## config.mk

```make
export PLATFORM = sky130hd
export DESIGN_NAME = ram_port_arbiter
export DESIGN_NICKNAME = d
export VERILOG_FILES = /design/src/rtl/ram_arb_pkg.sv /design/src/rtl/rr_grant.sv /design/src/rtl/ram_port_arbiter.sv
export SDC_FILE = /design/constraint.sdc
export NUM_CORES = 1
export LEC_CHECK = 0
export ABC_AREA = 0
export BUFFER_PORTS_ARGS = -buffer_cell sky130_fd_sc_hd__clkbuf_2
export CORE_ASPECT_RATIO = 0.8
export CORE_MARGIN = 4
export CORE_UTILIZATION = 44
export DETAILED_ROUTE_END_ITERATION = 8
export PLACE_DENSITY_LB_ADDON = 0.25
export SLEW_MARGIN = 20
export SYNTH_ARGS = -nofsm -noshare
export SYNTH_HDL_FRONTEND = slang
export SYNTH_HIERARCHICAL = 1
export SYNTH_SLANG_ARGS = --single-unit
```

## constraint.sdc

```tcl
create_clock -name clk -period 7.3 [get_ports clk]
set_clock_uncertainty 0.15 [all_clocks]
set_input_delay 0.365 -clock clk [delete_from_list [all_inputs] [get_ports clk]]
set_output_delay 0.365 -clock clk [all_outputs]
set_load 0.03 [all_outputs]
```

## src/rtl/ram_arb_pkg.sv

```systemverilog
// Shared constants for the RAM port arbiter: default geometry and statistics counter width.
package ram_arb_pkg;
    localparam int NREQ_DEF = 4;
    localparam int AW_DEF   = 6;
    localparam int DW_DEF   = 8;
    localparam int CNT_W    = 16;
endpackage

```

## src/rtl/rr_grant.sv

```systemverilog
// Round-robin selector: one-hot grant to the first valid requester at or after ptr, wrapping.
module rr_grant #(
    parameter int N  = 4,
    parameter int IW = 2
) (
    input  logic [N-1:0]  valid,
    input  logic [IW-1:0] ptr,
    output logic [N-1:0]  grant
);
    logic          found;
    logic [IW-1:0] idx;

    // NOTE: combinational logic uses blocking assignments with every output defaulted first, so no latch is inferred.
    always_comb begin
        grant = '0;
        found = 1'b0;
        idx   = '0;
        for (int k = 0; k < N; k++) begin
            idx = IW'((int'(ptr) + k) % N);
            if (!found && valid[idx]) begin
                grant[idx] = 1'b1;
                found      = 1'b1;
            end
        end
    end
endmodule

```

## src/rtl/ram_port_arbiter.sv

```systemverilog
// Round-robin arbiter sharing one synchronous RAM port among NREQ requesters, fixed 2-cycle response latency.
// Optional build macro RAM_ARB_STATS_EN adds per-requester saturating grant counters on grant_cnt.
module ram_port_arbiter
    import ram_arb_pkg::*;
#(
    parameter int NREQ = NREQ_DEF,
    parameter int AW   = AW_DEF,
    parameter int DW   = DW_DEF
) (
    input  logic                          clk,
    input  logic                          rst,
    input  logic [NREQ-1:0]               req_valid,
    input  logic [NREQ-1:0]               req_we,
    input  logic [NREQ*AW-1:0]            req_addr,
    input  logic [NREQ*DW-1:0]            req_wdata,
    output logic [NREQ-1:0]               req_ready,
    output logic [AW-1:0]                 ram_addr,
    output logic [DW-1:0]                 ram_data,
    output logic                          ram_we,
    input  logic [DW-1:0]                 ram_q,
    output logic                          rsp_valid,
    output logic [$clog2(NREQ)-1:0]       rsp_id,
    output logic [DW-1:0]                 rsp_data
`ifdef RAM_ARB_STATS_EN
    ,
    output logic [NREQ*CNT_W-1:0]         grant_cnt
`endif
);
    localparam int IW = $clog2(NREQ);

    logic [IW-1:0]   ptr;
    logic [IW-1:0]   gidx;
    logic [IW-1:0]   ptr_next;
    logic [NREQ-1:0] grant;
    logic            accept;

    logic            s1_valid, s1_we;
    logic [IW-1:0]   s1_id;
    logic            s2_valid, s2_we;
    logic [IW-1:0]   s2_id;
    logic [DW-1:0]   s2_data;

    rr_grant #(.N(NREQ), .IW(IW)) u_rr_grant (
        .valid (req_valid),
        .ptr   (ptr),
        .grant (grant)
    );

    // Grants are suppressed while reset is held so nothing is accepted during reset.
    assign req_ready = rst ? '0 : grant;
    assign accept    = |req_ready;

    always_comb begin
        gidx = '0;
        for (int i = 0; i < NREQ; i++) begin
            if (grant[i]) gidx = IW'(i);
        end
        ptr_next = (gidx == IW'(NREQ - 1)) ? '0 : gidx + IW'(1);
    end

    // NOTE: sequential state uses non-blocking assignments so every register samples pre-edge values.
    always_ff @(posedge clk or posedge rst) begin
        if (rst) begin
            ptr       <= '0;
            ram_addr  <= '0;
            ram_data  <= '0;
            ram_we    <= 1'b0;
            s1_valid  <= 1'b0;
            s1_we     <= 1'b0;
            s1_id     <= '0;
            s2_valid  <= 1'b0;
            s2_we     <= 1'b0;
            s2_id     <= '0;
            s2_data   <= '0;
            rsp_valid <= 1'b0;
            rsp_id    <= '0;
            rsp_data  <= '0;
        end else begin
            ram_we   <= accept & req_we[gidx];
            s1_valid <= accept;
            s1_id    <= gidx;
            s1_we    <= req_we[gidx];
            if (accept) begin
                ptr      <= ptr_next;
                ram_addr <= req_addr[int'(gidx)*AW +: AW];
                ram_data <= req_wdata[int'(gidx)*DW +: DW];
            end
            // ram_q becomes valid the cycle after the RAM samples ram_addr, i.e. alongside stage 2.
            s2_valid  <= s1_valid;
            s2_id     <= s1_id;
            s2_we     <= s1_we;
            s2_data   <= ram_data;
            rsp_valid <= s2_valid;
            if (s2_valid) begin
                rsp_id   <= s2_id;
                rsp_data <= s2_we ? s2_data : ram_q;
            end
        end
    end

`ifdef RAM_ARB_STATS_EN
    logic [CNT_W-1:0] cnt [NREQ];

    always_ff @(posedge clk or posedge rst) begin
        if (rst) begin
            for (int i = 0; i < NREQ; i++) cnt[i] <= '0;
        end else begin
            for (int i = 0; i < NREQ; i++) begin
                if (req_ready[i] && cnt[i] != '1) cnt[i] <= cnt[i] + CNT_W'(1);
            end
        end
    end

    for (genvar i = 0; i < NREQ; i++) begin : g_cnt
        assign grant_cnt[i*CNT_W +: CNT_W] = cnt[i];
    end
`else
    // Statistics disabled: no grant counters are built.
`endif
endmodule

```

=== Word-level counts from Yosys, hierarchy flattened ===
Index checks and enable logic that the tools add are counted.

* Register bits: 44
* Logic and storage cells: 77
* Bits of input ports: 74
* Output and inout port bits: 30

* Multiplexer cells: 31
* Magnitude comparators: 9
* $add $sub $neg: 4
* Bitwise gates (word level): 4
* Reduce and logical (&&, ||, !) cells: 11
* Equality and inequality tests: 1
* Shift-type cells: 2
* Multipliers: 1

{| class="wikitable"
|+ Operator list
! operator !! number
|-
| $shiftx 32x6->8 || 1
|-
| $shiftx 24x6->6 || 1
|-
| $mux 4 || 5
|-
| $lt 2x3->1 const B || 5
|-
| $mux 1 || 13
|-
| $or 4x4->4 || 3
|-
| $bmux 1 s2 || 5
|-
| $demux 1 s2 || 4
|-
| $ge 2x1->1 const B || 4
|-
| $mux 8 || 1
|-
| $logic_and 1x1->1 || 7
|-
| $mux 2 || 3
|-
| $add 2x1->2 const B || 2
|-
| $add 2x2->2 const B || 2
|-
| $mul 2x2->4 const B || 1
|-
| $reduce_or 4->1 || 1
|-
| $logic_not 1->1 || 3
|-
| $eq 2x2->1 const B || 1
|-
| $and 1x1->1 || 1
|}

=== Depth between registers and ports, before layout ===
Gate-level depths: netlist of run 1.

* Word-level depth: 18
* Mapped depth: 11
* Mapped depth without buffers: 9

=== Hierarchy ===
Netlist of run 1, hierarchy kept.

{| class="wikitable"
|+ Modules (own cells, without submodules)
! module !! area an instance (sq um) !! sequential area each (sq um) !! instances !! cells an instance
|-
| ram_port_arbiter || 2029.4 || 1101.1 || 1 || 165
|-
| rr_grant || 337.8 || 0.0 || 1 || 36
|}

=== Worst setup path after synthesis of run 1 ===
No wires, ideal clock.

* Kind: flip-flop to output port
* Start: reg ptr[0]
* End: out req_ready[3]
* Setup slack: 3989 ps
* Buffers on the path: 2
* Data required time: 6785 ps
* Arrival time: 2796 ps
* Stages on the path, launching flop included: 10
* Cell sequence: dfrtp_1 -> inv_1 -> ha_1 -> mux4_2 -> nor4b_4 -> nand2_1 -> o211ai_1 -> buf_4 -> buf_4 -> nor2b_1

* Cells in the longest elaborated chain, start to end: 13
* Elaborated cells between the ends (all ways): 48
* Those cells by class: add/sub (3); order compare (8); mux (24); bitwise (3); reduce/logical (10)

{| class="wikitable"
|+ Ends and longest elaborated chain
! what !! RTL line !! source
|-
| from (decl) || ram_port_arbiter.sv:31 || <nowiki>logic [IW-1:0] ptr;</nowiki>
|-
| from (signal assigned) || ram_port_arbiter.sv:84 || <nowiki>ptr <= ptr_next;</nowiki>
|-
| parallel branches: the longest is 11 deep, another holds $lt 2x3->1 || -- ||
|-
| $mux 4 (*) || rr_grant.sv:20 || <nowiki>if (!found && valid[idx]) begin</nowiki>
|-
| net grant[3] || ram_port_arbiter.sv:34 || <nowiki>logic [NREQ-1:0] grant;</nowiki>
|-
| $mux 4 (*) || ram_port_arbiter.sv:50 || <nowiki>assign req_ready = rst ? '0 : grant;</nowiki>
|-
| to (decl) || ram_port_arbiter.sv:16 || <nowiki>output logic [NREQ-1:0] req_ready,</nowiki>
|}

Mark *: on every way through the listed nets, which the timed path passes. The select of a mux whose other input is x is not followed.

=== Worst setup path in the final report of run 1 ===
* Start: reg ptr[0]
* End: out req_ready[1]

The elaborated chain is that of the path after synthesis.

==> impl_metrics.json, run 1 <==
{
  "outcome": "completed",
  "critPathMaxStageDelay_ns": 0.84,
  "vdd_drop_max_mv": 0.201,
  "slew_violations": 0,
  "viasPerCell": 5.49,
  "utilization": 0.579,
  "power_frac_clock": 0.089,
  "crit_chain": "inv_1 > ha_1 > mux4_2 > nor2_1 > nand2_1 > o211ai_1 > buf_4 > nor2b_1 > clkbuf_2",
  "ys.flop_type": "dfrtp_1",
  "fmax_ghz": 0.245,
  "tns_ns": 0,
  "dr.pass1.iters": 4,
  "yosysUniqueCellTypes": 30,
  "core-area_mm2": 0.00509,
  "place.gp.congestion": 0.897,
  "critical_path.startpoint_type": "register",
  "place_hpwl_um": 4440,
  "first_global_vias": 1973,
  "pin_count": 104,
  "cp_slowest_cell": "o211ai_1",
  "antenna_found_initial": 0,
  "arrival_ns": 3.57,
  "cts.sinks": 44,
  "combPwrFrac": 0.618,
  "area_growth_pct": 24.5,
  "cap_viol_max_count": 0,
  "holdWs_ns": 0.193,
  "root_buffer": "clkbuf_8",
  "synthCells": 201,
  "async_flop_share": 1.00,
  "setup_viol": 0,
  "nNetsFinal": 377,
  "initial_core_util": 0.465,
  "antenna_cells": 0,
  "placementRows": 23,
  "end_kind": "output pin",
  "syn_avg_cell_area_um2": 11.8,
  "ys_warn_count": 6,
  "synth.net_count": 281,
  "num_vias": 1971,
  "tightest_slew_ns": 1.04,
  "p_seq_frac": 0.293,
  "swShare": 0.482,
  "drc": 0,
  "fin_total_pwr_mw": 1.58,
  "holdPathStages": 3,
  "p_sw_uw": 761,
  "regArea_mm2": 0.00110,
  "period_needed_ns": 4.08,
  "postCtsHoldBufs": 0,
  "numCtsBuffers": 5,
  "clock_latency_ns": 0.28,
  "htree_levels": 2,
  "drt.antenna.violating_nets": 0,
  "power.leakage_nw": 1.46,
  "fillers": 424,
  "drive_above_1_share": 0.471,
  "grt_max_degree": 45,
  "cp.required_ns": 6.78,
  "track_usage": 0.176,
  "p_int_uw": 819,
  "p_per_area_mw_per_mm2": 536,
  "rr_worst_depth": 11,
  "worstPathMaxFanout": 12,
  "post-route-period-util": 0.559,
  "chipWidth_um": 90.0,
  "routedWlPerCell_um": 16.3,
  "netlist_area_mm2": 0.00237,
  "post-cts-setup-buffers": 0,
  "die-area_mm2": 0.00662,
  "overflow": 0,
  "grt_pass1_wl_um": 9430,
  "ctsResizeCount": 0,
  "hp-class": "in -> reg",
  "path_clk_slew_ns": 0.08,
  "maxSlewHeadroom": 0.304,
  "rsz0062_at_grt": "no",
  "dr.first_iter.drc_count": 159,
  "synth_edf_count": 0,
  "hold_violations": 0,
  "clock_path_buffers": 2,
  "fp.dieH_um": 73.6,
  "multi_input_area_mm2": 0.00112,
  "cts_tree": "built",
  "numPortBuffers": 103,
  "ys_ff_latch": 44,
  "drt_wl_total_um": 5860,
  "critical_path_class": "reg -> out",
  "yosysSeqAreaShare": 0.465
}
-- cells in the final DEF, fill, tap and decap left out, types with 7 or more instances in the layout --
| cell type | netlist | final |
|---|---|---|
| mux2_2 | 10 | 10 |
| dfrtp_1 | 44 | 44 |
| a222oi_1 | 14 | 14 |
| o21ai_0 | 15 | 15 |
| inv_1 | 9 | 8 |
| clkbuf_2 | 0 | 103 |
| o31ai_1 | 16 | 16 |
| a21oi_1 | 12 | 12 |
| nand2_1 | 7 | 7 |
| nor2_1 | 13 | 12 |
| mux2i_1 | 9 | 9 |
-- worst max-delay path, delay by kind of cell, from the launching register on --
kind                     cells  cell delay (ns)
AO/OA/AOI/OAI                1             0.84
adder cells (fa/ha/maj)      1             0.34
buffers and inverters        3             0.73
flip-flops                   1             0.55
multiplexers                 1             0.39
AND/OR/NAND/NOR              3             0.42
-- power by group through the flow --
stage / Combinational, mW / Sequential, mW / Clock [mW]
floorplan: 0.692 / 0.561 / 0
global placement: 0.955 / 0.464 / 0
detailed placement: 0.980 / 0.468 / 0
CTS: 0.982 / 0.464 / 0.144
global route: 1.06 / 0.480 / 0.157
finish: 0.977 / 0.463 / 0.140
-- metrics by stage --
| step | instances | worst slack (ns) | cell area, µm² |
|---|---|---|---|
| after global routing | 359 | 2.98 | 2950 |
| after floorplan | 201 | 3.99 | 2370 |
| after CTS | 359 | 3.21 | 2950 |
| final | 359 | 3.22 | 2950 |
| after detailed placement | 352 | 3.40 | 2860 |
| after global placement | 352 | 3.53 | 2860 |
-- sequential cells by signal, indices dropped and copies added (netlist names) --
register / flops
ram_addr: 6
rsp_data: 8
ram_we: 1
rsp_id: 2
rsp_valid: 1
s1_we: 1
ptr: 2
ram_data: 8
s1_id: 2
s1_valid: 1
s2_id: 2
s2_valid: 1
s2_we: 1
s2_data: 8
-- Yosys cell counts, types with 2 or more instances --
master    count  area share
dfrtp_1      44        0.47
o31ai_1      16       0.051
o21ai_0      15       0.032
a222oi_1     14       0.059
nor2_1       13       0.021
a21oi_1      12       0.025
mux2_2       10       0.048
inv_1         9       0.014
mux2i_1       9       0.038
nand2_1       7       0.011
ha_1          6       0.032
mux2_4        6       0.038
buf_4         5       0.016
a21o_2        4       0.015
buf_2         4      0.0085
clkbuf_1      4      0.0063
nor2b_1       4       0.011
o211ai_1      4       0.013
buf_6         2      0.0095
mux4_1        2       0.022
mux4_2        2       0.019
-- path summary, 6_finish.rpt --
check | start | to | slack, ns
min in group asynchronous | rst | ram_addr[0] | 0.56
hold / removal | req_we[3] | s1_we | 0.19
setup / recovery | ptr[0] | req_ready[1] | 3.22
max in group asynchronous | rst | rsp_data[6] | 5.90
setup reg to reg | ptr[0] | ram_we | 3.34
hold reg to reg | s1_valid | s2_valid | 0.20
-- metal layers --
layer | part of all wire | track usage | routed length (µm)
met2 | 0.49 | 0.300 | 2850
met5 | 0 | 0 | 0
met1 | 0.44 | 0.231 | 2560
met3 | 0.070 | 0.0450 | 409
met4 | 0.0072 | 0.0407 | 42
-- kinds of logic (layout without fill, tap and decap cells) --
kind of cell | count (synthesis) | in the layout | share of synthesized area
AOI/OAI and AO/OA | 69 | 69 | 0.207
adders and majority gates | 6 | 6 | 0.0317
buffers and inverters | 26 | 122 | 0.0645
DFF | 44 | 44 | 0.465
muxes | 29 | 29 | 0.165
and+or+nand+nor | 27 | 27 | 0.0671
-- final cells by class --
cell class                      instances  area share
Clock buffer                            5      0.0233
Clock inverter                          2     0.00424
Inverter                                9      0.0115
Multi-Input combinational cell        131       0.379
Sequential cell                        44       0.374
Tap cell                               62      0.0263
Timing Repair Buffer                  106       0.183
Power figures use the tool's default switching activity.
==> run 2: changes to the inputs <==
ABC_AREA = 1   (was 0)
clock period = 3.6 ns   (was 7.3 ns; I/O delays follow)
==> impl_metrics.json, run 2 <==
{
  "outcome": "completed",
  "place_hpwl_um": 5300,
  "fin_cells": 573,
  "drc": 0,
  "worstPathMaxFanout": 18,
  "cts_tree": "built",
  "drt.antenna.violating_nets": 0,
  "cp_slowest_cell": "dfrtp_1",
  "grt_pass1_wl_um": 11400,
  "ctsResizeCount": 0,
  "synth_top_area_frac": 0.410,
  "arrival_ns": 3.16,
  "maxSlewHeadroom": 0.394,
  "yosysSeqAreaShare": 0.410,
  "fillers": 555,
  "overflow": 0,
  "path_clk_slew_ns": 0.09,
  "synth_edf_count": 0,
  "dr.first_iter.drc_count": 156,
  "slew_violations": 0,
  "critPathMaxStageDelay_ns": 0.57,
  "ys_warn_count": 6,
  "numPortBuffers": 103,
  "setup_viol": 0,
  "initial_core_util": 0.454,
  "fp.dieH_um": 77.9,
  "period_needed_ns": 3.11,
  "place.gp.congestion": 0.872,
  "netlist_area_mm2": 0.00269,
  "hp-class": "in -> reg",
  "regArea_mm2": 0.00110,
  "synthTopCellsByArea": "dfrtp_1 (41%), nand2_1 (20%), nor2_1 (9.9%), nand3_1 (4.5%), inv_1 (4.3%)",
  "placementRows": 25,
  "holdPathStages": 7,
  "rsz0062_at_grt": "no",
  "async_flop_share": 1.00,
  "crit_chain": "inv_2 > ha_1 > inv_1 > nand3_1 > nand2_1 > nand2_4 > nor2_4 > nand2_1 > nand3_1 > nand2_4 > nand2_2 > nand2_1 > nand2_1 > nand2_1 > nand2_1 > nand2_1",
  "antenna_cells": 0,
  "nNetsFinal": 571,
  "dr.pass1.iters": 4,
  "ys.flop_type": "dfrtp_1",
  "htree_levels": 2,
  "tns_ns": 0,
  "cp.depth": 16,
  "tightest_slew_ns": 0.908,
  "grt_max_degree": 45,
  "fmax_ghz": 0.321,
  "ys_ff_latch": 44,
  "biggestRegsByFlops": "ram_data: 8 flops, rsp_data: 8 flops, s2_data: 8 flops",
  "synth.net_count": 463,
  "clock_path_buffers": 2,
  "dpl.cell_count": 556,
  "chipWidth_um": 95.3,
  "antenna_found_initial": 0,
  "root_buffer": "clkbuf_8",
  "dpl-instance-area_mm2": 0.00322,
  "cp_num_buf_inv": 2,
  "synth.most_common_cell": "nand2_1",
  "first_global_vias": 2526,
  "post-route-period-util": 0.865,
  "yosysUniqueCellTypes": 24,
  "area_growth_pct": 27.5,
  "postLayoutCellArea_mm2": 0.00342,
  "cp.required_ns": 3.65,
  "pin_count": 104,
  "synth_common_cells": "nand2_1 (142), nor2_1 (71), dfrtp_1 (44)",
  "routedWlPerCell_um": 12.0,
  "viasPerCell": 4.61,
  "cts.sinks": 44,
  "multi_input_area_mm2": 0.00133,
  "track_usage": 0.191,
  "path_delay_family": "simple AND/OR/NAND/NOR gates",
  "yosysTopAreaCell": "dfrtp_1",
  "crit_top_cell": "nand2_1",
  "drt_wl_total_um": 6890,
  "holdWs_ns": 0.0903,
  "critical_path.startpoint_type": "register",
  "core-area_mm2": 0.00591,
  "rr_worst_depth": 16,
  "syn_avg_cell_area_um2": 7.01,
  "drive_above_1_share": 0.287,
  "critical_path_class": "reg -> reg",
  "clock_latency_ns": 0.30,
  "die-area_mm2": 0.00742,
  "final_cell_mix": "nand2_1 (142), clkbuf_2 (103), nor2_1 (71)",
  "numCtsBuffers": 5,
  "cap_viol_max_count": 0,
  "hold_violations": 0,
  "end_kind": "register",
  "synthCells": 383,
  "final_common_cell": "nand2_1",
  "num_vias": 2644
}
[run 2: cell types whose count changed in the layout (fill, tap and decap cells not counted), sizes merged, moves of 8 or more]
cell         change
mux2i            -9
nand3           +26
nor2            +63
a222oi          -14
a21oi           -12
mux2            -14
a31oi            +8
nand2          +145
o21ai           -13
inv             +29
nand3b          +14
o31ai           -16
dlygate4sd3      +9
[run 2: worst register-to-register path, stage by stage, from the launching register on]
cell and delay (ns):
dfrtp_1 0.57, inv_2 0.17, ha_1 0.37, inv_1 0.11, nand3_1 0.08, nand2_1 0.10
nand2_4 0.07, nor2_4 0.13, nand2_1 0.06, nand3_1 0.33, nand2_4 0.20, nand2_2 0.32
nand2_1 0.09, nand2_1 0.08, nand2_1 0.06, nand2_1 0.06, nand2_1 0.05
[run 2: worst paths after layout]
check	start	slack (ns)	end
min	req_addr[11]	0.09	ram_addr[5]
min reg2reg	s1_valid	0.20	s2_valid
max in group asynchronous	rst	2.20	rsp_valid
max reg2reg	ptr[0]	0.49	ram_data[5]
max	ptr[0]	0.49	ram_data[5]
min in group asynchronous	rst	0.52	ram_addr[0]
[run 2: repair_timing]
action,CTS,global route
hold endpoints to repair,18,0
setup buffers,0,0
hold buffers,9,0
[run 2: metal layers]
metal,global-route usage,vias to the layer above,wire (µm)
met5,0,-,0
met4,0.0591,0,97
met3,0.0320,8,402
met2,0.284,92,3020
met1,0.282,1158,3370
li1,-,1386,-
[run 2: metrics by stage]
stage	utilization	setup slack, ns
2_1_floorplan	-	0.723
3_3_place_gp	0.545	0.685
3_5_place_dp	0.545	0.544
4_1_cts	0.579	0.529
5_1_grt	0.579	0.146
6_report	0.579	0.487
[run 2: cell families (layout without fill, tap and decap cells)]
kind of cell	Yosys count	count (layout)	synth area share
AOI/OAI and AO/OA	11	11	0.0242
and+or+nand+nor	269	269	0.436
muxes	2	2	0.00839
adders and majority gates	6	6	0.0280
buffers and inverters	51	160	0.0937
DFF	44	44	0.410
[run 2: area by class of cell]
class	count	share of cell area
clock buffers	5	0.0201
clock inverters	3	0.0135
inverters	37	0.0427
multi-input cells	288	0.389
flip-flops and latches	44	0.322
well taps	81	0.0296
repair buffers	115	0.183
Power of run 2 is not shown: default switching activity piles up to over one toggle a cycle in this logic, so the estimate is an artifact.
